$ cat src/rtl/rom_read_arbiter.sv
// Round-robin arbiter sharing one combinational 32-bit ROM among NUM_REQ
// requesters, one read in flight. Optional ROM_BOUNDS_CHECK_EN adds addr_err.
`timescale 1ns/1ps
module rom_read_arbiter #(
  parameter int NUM_REQ = 4,
  parameter int DEPTH   = 64,
  localparam int ADDR_W = $clog2(DEPTH),
  localparam int ID_W   = $clog2(NUM_REQ)
) (
  input  logic                      clk,
  input  logic                      reset_n,
  input  logic [NUM_REQ-1:0]        req_valid,
  input  logic [NUM_REQ*ADDR_W-1:0] req_addr,
  output logic [NUM_REQ-1:0]        req_ready,
  output logic [NUM_REQ-1:0]        rsp_valid,
  output logic [31:0]               rsp_data,
  input  logic [NUM_REQ-1:0]        rsp_ready,
  output logic [ADDR_W-1:0]         rom_address,
  input  logic [31:0]               rom_data,
  output logic                      busy,
  output logic [ID_W-1:0]           grant_id
`ifdef ROM_BOUNDS_CHECK_EN
  ,
  output logic                      addr_err
`endif
);

  typedef enum logic [1:0] {IDLE, READ, RESP} state_t;

  state_t              state, state_nxt;
  logic [ID_W-1:0]     rr_ptr;
  logic [ID_W-1:0]     grant_id_q;
  logic [ID_W-1:0]     gnt_idx;
  logic                gnt_found;
  logic [ID_W-1:0]     ptr_nxt;
  logic [ADDR_W-1:0]   addr_q;
  logic [31:0]         data_q;
  logic [ADDR_W-1:0]   addr_arr [NUM_REQ];
  logic [ID_W:0]       scan_sum;
`ifdef ROM_BOUNDS_CHECK_EN
  logic                err_q;
  logic                gnt_oob;
`endif

  for (genvar i = 0; i < NUM_REQ; i++) begin : g_unpack
    assign addr_arr[i] = req_addr[i*ADDR_W +: ADDR_W];
  end

  // Scan from rr_ptr upward with wrap at NUM_REQ; first valid requester wins.
  always_comb begin
    gnt_found = 1'b0;
    gnt_idx   = '0;
    scan_sum  = '0;
    for (int k = 0; k < NUM_REQ; k++) begin
      scan_sum = {1'b0, rr_ptr} + (ID_W+1)'(k);
      if (scan_sum >= (ID_W+1)'(NUM_REQ))
        scan_sum = scan_sum - (ID_W+1)'(NUM_REQ);
      if (!gnt_found && req_valid[scan_sum[ID_W-1:0]]) begin
        gnt_found = 1'b1;
        gnt_idx   = scan_sum[ID_W-1:0];
      end
    end
  end

  assign ptr_nxt = (grant_id_q == ID_W'(NUM_REQ-1)) ? '0 : grant_id_q + 1'b1;

`ifdef ROM_BOUNDS_CHECK_EN
  assign gnt_oob = ({1'b0, addr_arr[gnt_idx]} >= (ADDR_W+1)'(DEPTH));
`endif

  always_comb begin
    state_nxt = state;
    req_ready = '0;
    rsp_valid = '0;
    case (state)
      IDLE: begin
        if (gnt_found) begin
          req_ready[gnt_idx] = 1'b1;
          state_nxt          = READ;
        end
      end
      READ: state_nxt = RESP;
      RESP: begin
        rsp_valid[grant_id_q] = 1'b1;
        if (rsp_ready[grant_id_q])
          state_nxt = IDLE;
      end
      default: state_nxt = IDLE;
    endcase
  end

  always_ff @(posedge clk or negedge reset_n) begin
    if (!reset_n) begin
      state      <= IDLE;
      rr_ptr     <= '0;
      grant_id_q <= '0;
      addr_q     <= '0;
      data_q     <= '0;
`ifdef ROM_BOUNDS_CHECK_EN
      err_q      <= 1'b0;
`endif
    end else begin
      state <= state_nxt;
      case (state)
        IDLE: begin
          if (gnt_found) begin
            addr_q     <= addr_arr[gnt_idx];
            grant_id_q <= gnt_idx;
`ifdef ROM_BOUNDS_CHECK_EN
            err_q      <= gnt_oob;
`endif
          end
        end
        READ: begin
`ifdef ROM_BOUNDS_CHECK_EN
          data_q <= err_q ? 32'hDEAD_BEEF : rom_data;
`else
          data_q <= rom_data;
`endif
        end
        RESP: begin
          if (rsp_ready[grant_id_q])
            rr_ptr <= ptr_nxt;
        end
        default: ;
      endcase
    end
  end

  assign rom_address = addr_q;
  assign rsp_data    = data_q;
  assign busy        = (state != IDLE);
  assign grant_id    = grant_id_q;
`ifdef ROM_BOUNDS_CHECK_EN
  assign addr_err    = (state == RESP) && err_q;
`endif

endmodule
$ cat config.mk
export PLATFORM = sky130hd
export DESIGN_NAME = rom_read_arbiter
export DESIGN_NICKNAME = d
export VERILOG_FILES = /design/src/rtl/rom_read_arbiter.sv
export SDC_FILE = /design/constraint.sdc
export NUM_CORES = 1
export LEC_CHECK = 0
export ABC_AREA = 1
export CAP_MARGIN = 5
export CORE_MARGIN = 1
export CORE_UTILIZATION = 30
export DETAILED_ROUTE_END_ITERATION = 7
export PLACE_DENSITY = 0.64
export REMOVE_ABC_BUFFERS = 1
export SLEW_MARGIN = 20
export SYNTH_ARGS = -nofsm -noshare
export SYNTH_HDL_FRONTEND = slang
export SYNTH_SLANG_ARGS = --single-unit
$ cat constraint.sdc
create_clock -name clk -period 4.3 [get_ports clk]
set_input_delay 0.86 -clock clk [delete_from_list [all_inputs] [get_ports clk]]
set_output_delay 0.86 -clock clk [all_outputs]
set_load 0.05 [all_outputs]
; ---- Word-level counts from Yosys, hierarchy flattened
; Cells that the tools add are included.
[totals]
regBits = 44
input_bits = 66
output_inout_bits = 49
word_cells = 81
[op_classes]
addsub = 8
magnitude_cmp = 13
eq_ne = 5
muxes = 36
bitwise = 1
n_reduce_logical = 13
[op_table]
columns = op, count
row1 = 2-bit 2-to-1 mux, 11
row2 = 2-bit by 3-bit < comparator with 1-bit output (second input constant), 6
row3 = 6-bit binary-select mux with 2-bit select, 1
row4 = 3-bit greater-or-equal comparator (second input constant), 4
row5 = 4-bit 2-to-1 mux, 3
row6 = 6-bit 2-to-1 mux, 2
row7 = 1-bit 2-to-1 mux, 11
row8 = 1-bit binary-select mux with 2-bit select, 5
row9 = 2-bit by 1-bit subtractor with 2-bit output (second input constant), 4
row10 = 2-bit by 2-bit adder with 3-bit output (second input constant), 2
row11 = 2-bit one-hot mux with 3 select lines, 1
row12 = 2-bit AND reduction, 3
row13 = 1-bit logical AND, 5
row14 = 1-bit demux with 2-bit select, 2
row15 = 2-bit == test (second input constant), 2
row16 = 2-bit by 1-bit greater-or-equal comparator with 1-bit output (second input constant), 2
row17 = 2-bit inequality test (second input constant), 2
row18 = 2-bit by 1-bit adder with 3-bit output (second input constant), 1
row19 = 2-bit by 3-bit greater-or-equal comparator with 1-bit output (second input constant), 1
row20 = 1-bit logical NOT, 3
row21 = 2-bit inverter with 3-bit output, 1
row22 = 2-bit by 1-bit adder with 2-bit output (second input constant), 1
row23 = 2-bit by 1-bit == test with 1-bit output (second input constant), 1
row24 = 2-bit logical NOT, 1
row25 = 2-bit nonzero test, 1

; ---- Depth between registers and ports, before layout
[depth]
depth_word = 20
ltp_mapped = 15
ltp_nobuf = 14

; ---- Worst setup path before layout
; Ideal clock, no wire load.
[synth_path]
path_type = input port to output port
from = input port req_valid[3]
to = output port req_ready[2]
arrival_ns = 2.390
required_ns = 3.440
slack_ns = 1.050
path_stages = 11
path_buffers = 0
cell_sequence = inv_1 > nand2_2 > nand3_2 > nand2_2 > nor2_4 > nand3_2 > nor2_1 > nor2_1 > nor2_1 > inv_1 > nor2_1
[synth_via]
elab_chain_cells = 18
word_cells_on_any_way = 29
cone_classes = order compare (2) / mux (20) / reduce/logical (7)
[synth_lines]
columns = element, line
row1 = start: declaration, 12  ; input logic [NUM_REQ-1:0] req_valid,
row2 = 1-bit binary-select mux with 2-bit select, 58  ; if (!gnt_found && req_valid[scan_sum[ID_W-1:0]]) begin
row3 = 1-bit 2-to-1 mux (implied by the code), 58
row4 = 1-bit 2-to-1 mux, 58
row5 = 1-bit logical NOT, 58
row6 = 1-bit logical AND, 58
row7 = 1-bit 2-to-1 mux, 58
row8 = 1-bit logical NOT, 58
row9 = 1-bit logical AND, 58
row10 = [... 2 more ...], n/a
row11 = 1-bit logical AND, 58
row12 = 2-bit 2-to-1 mux, 58
row13 = 2-bit by 3-bit < comparator with 1-bit output (implied by the code) or 2-bit by 1-bit greater-or-equal comparator with 1-bit output (tied branches), 78  ; req_ready[gnt_idx] = 1'b1;
row14 = 1-bit logical AND (implied by the code), 78
row15 = 1-bit 2-to-1 mux (implied by the code), 78
row16 = 1-bit demux with 2-bit select, 78
row17 = 4-bit 2-to-1 mux (*), 77  ; if (gnt_found) begin
row18 = 4-bit 2-to-1 mux (*), 75  ; case (state)
row19 = end: declaration, 14  ; output logic [NUM_REQ-1:0] req_ready,
; Mark *: on every way between the ends. The rest lies on a longest branch, timed or not. The select of a mux whose other input is x is not followed.

; ---- Worst setup path after layout
[layout_path]
from = input port req_valid[0]
to = output port req_ready[0]
; The elaborated chain is that of the path after synthesis.

==> run metrics <==
outcome=finished, final reports clean; Top Ports=115; GR Overflow Total=0; number of global-route vias before repair=2112; largest net degree at the start of global routing=45; post-synthesis mux area share=15.3%; Synth Warn #=0; hold slack=0.493 ns; HPWL after DPL=4640 um; reg-to-reg critical path startpoint=rr_ptr[0]$_DFFE_PN0P_; Max-Cap Viols=0; Hold Crit Start=rom_address[5]$_DFFE_PN0P_; Slew @ Worst Pin=0.564 ns; simple-gate share of the synthesized area=25.2%; first-pass GRT wire length=9960 um; Max Fclk=276 MHz; R2R cell count=12; CTS tree=done; Clock Tree Buf Depth=2; worst-path fanout max=5; clock sink count=44; drt pass-1 iters=4; Die Wd=90.7 um; # fillers=716; Antenna Cells=0; core area=0.00741 mm2; fraction of layout cells with a size suffix above 1=17.2%; Compound-Gate Fraction of Synth Area=2.12%; fin cells=483; Crit. Startpoint=req_valid[0]; # setup viols final=0; Initial Util=31.9%; Placer Congestion=0.822; PostCTS Resize Cnt=0; drt wl/cell=12.4 um; Critical Path RT=3.44 ns; largest family of logic cells by synthesized area=simple AND/OR/NAND/NOR gates; die height=90.7 um; Synth Register Bits=44; clock skew=0.00818 ns; post-synthesis sequential area ratio=46.7%; die footprint=0.00822 mm2; Worst EP arrival=2.76 ns; clock root buffer=clkbuf_8; Reg clk slew, reported paths=0.08 ns; setup bufs post-CTS=0; Total Routed Length=6000 um; Num CTS Buffers=5; number of core rows=31; commonest non-fill, non-tap cell in the layout=clkdlybuf4s50_1; Area Growth Syn to Fin=57.5%; clock latency on the worst-skew pair=0.29 ns; xor/xnor share of the synthesized area=0%; hold depth=2; min Tclk post-route=3.62 ns; Starting DRT DRC Count=52; Crit Path Class=in2out; Remaining DRCs=0; Hold Path Class=reg2reg; Crit. End Element=output pin; GR Util All Layers=15.0%; Final TNS setup=0 ns; synth unique cells=21; Post-Syn Area=0.00236 mm2; hold_buf cts=0; commonest cells after routing, fill and taps aside=clkdlybuf4s50_1, nand2_1, dfrtp_1; Final Hold Fails=0; Cells after DPL=476; Slew Limit Fails=0; Rel. slew slack=62.4%; IO Port Bufs=114; Mean Syn Cell Area=8.84 um2; initial antenna violation count=0; Post-Syn Instances=267; CTS H-tree lvls=2; DR vias=2124; RSZ-0062 raised after global routing=false; CP startpoint kind=input pin; crit share post-route=84.3%; Final Net Count=454; adder-cell share of the synthesized area=2.12%; ANT nets after route=0; Via density=4.40
-- cell type report --
| cell class | count | area [um2] | area share (%) |
|---|---|---|---|
| repair buffers | 116 | 1190 | 32.1 |
| flip-flops and latches | 44 | 1100 | 29.6 |
| multi-input cells | 173 | 1050 | 28.4 |
| inverters | 44 | 165 | 4.44 |
| well taps | 99 | 124 | 3.33 |
| clock buffers | 6 | 72.6 | 1.95 |
| clock inverters | 1 | 5.00 | 0.135 |
-- sequential cells by signal, indices dropped and copies added (netlist names) --
| register | count |
|---|---|
| rsp_data | 32 |
| state | 2 |
| grant_id | 2 |
| rom_address | 6 |
| rr_ptr | 2 |
-- worst paths after layout --
check	endpoint	slack [ns]
worst max-delay path	req_ready[0]	0.68
worst min-delay path	rom_address[5]$_DFFE_PN0P_	0.49
worst max register to register	rom_address[2]$_DFFE_PN0P_	2.18
worst min register to register	rom_address[5]$_DFFE_PN0P_	0.49
max in group asynchronous	rsp_data[27]$_DFFE_PN0N_	3.35
min in group asynchronous	rsp_data[12]$_DFFE_PN0N_	0.56
-- synth_stat cells --
master    instances  share of area, %
a21oi_1           3              0.64
dfrtp_1          44                47
nand2_4           2              0.95
nand3_2           3               1.3
nand2_2          13               3.4
buf_2             1              0.21
inv_2             2              0.32
o21ai_1           2              0.42
nand2_1          64                10
o21ai_0           3              0.64
or2_0             2              0.53
a32o_1            1              0.42
buf_1             3              0.48
nand3b_1          1              0.32
nand3_1          25               5.3
inv_1            42               6.7
buf_6             2              0.95
nor2_4            1              0.48
mux2_2           32                15
nor2_1           17               2.7
ha_1              4               2.1
-- logic make-up after synthesis --
logic type                 Yosys count
and+or+nand+nor                    128
muxes                               32
DFF                                 44
adders and majority gates            4
buffers and inverters               50
AOI/OAI and AO/OA                    9
-- worst max-delay path, stage by stage --
cell	delay (ns)
clkdlybuf4s50_1	0.48
inv_1	0.06
nand2_1	0.10
nand3_2	0.09
nand2_2	0.10
nor2_4	0.05
nand2_1	0.05
nand2_1	0.06
inv_1	0.05
o21ai_1	0.13
nor2_1	0.28
inv_1	0.10
nor2_1	0.19
buf_12	0.17
-- per-stage QoR --
step           instance area (um2)  utilization (%)  setup WS [ns]
5_1_grt                       3720             50.2          0.462
2_1_floorplan                 2320                -           1.03
3_5_place_dp                  3640             49.1          0.651
3_3_place_gp                  3640             49.1          0.726
6_report                      3720             50.2          0.675
4_1_cts                       3710             50.1          0.645
-- metal layers --
metal	up-vias	GRT usage (%)	wire (um)	part of all wire, %
li1	1064	-	-	-
met1	986	18.7	2550	42
met2	68	26.2	3070	51
met3	6	2.95	325	5.4
met4	0	4.03	56	0.93
met5	-	0	0	0
Power is left out: the tool's default activity adds up to more than one toggle a clock period on the data nets, which glitch-free logic cannot reach.
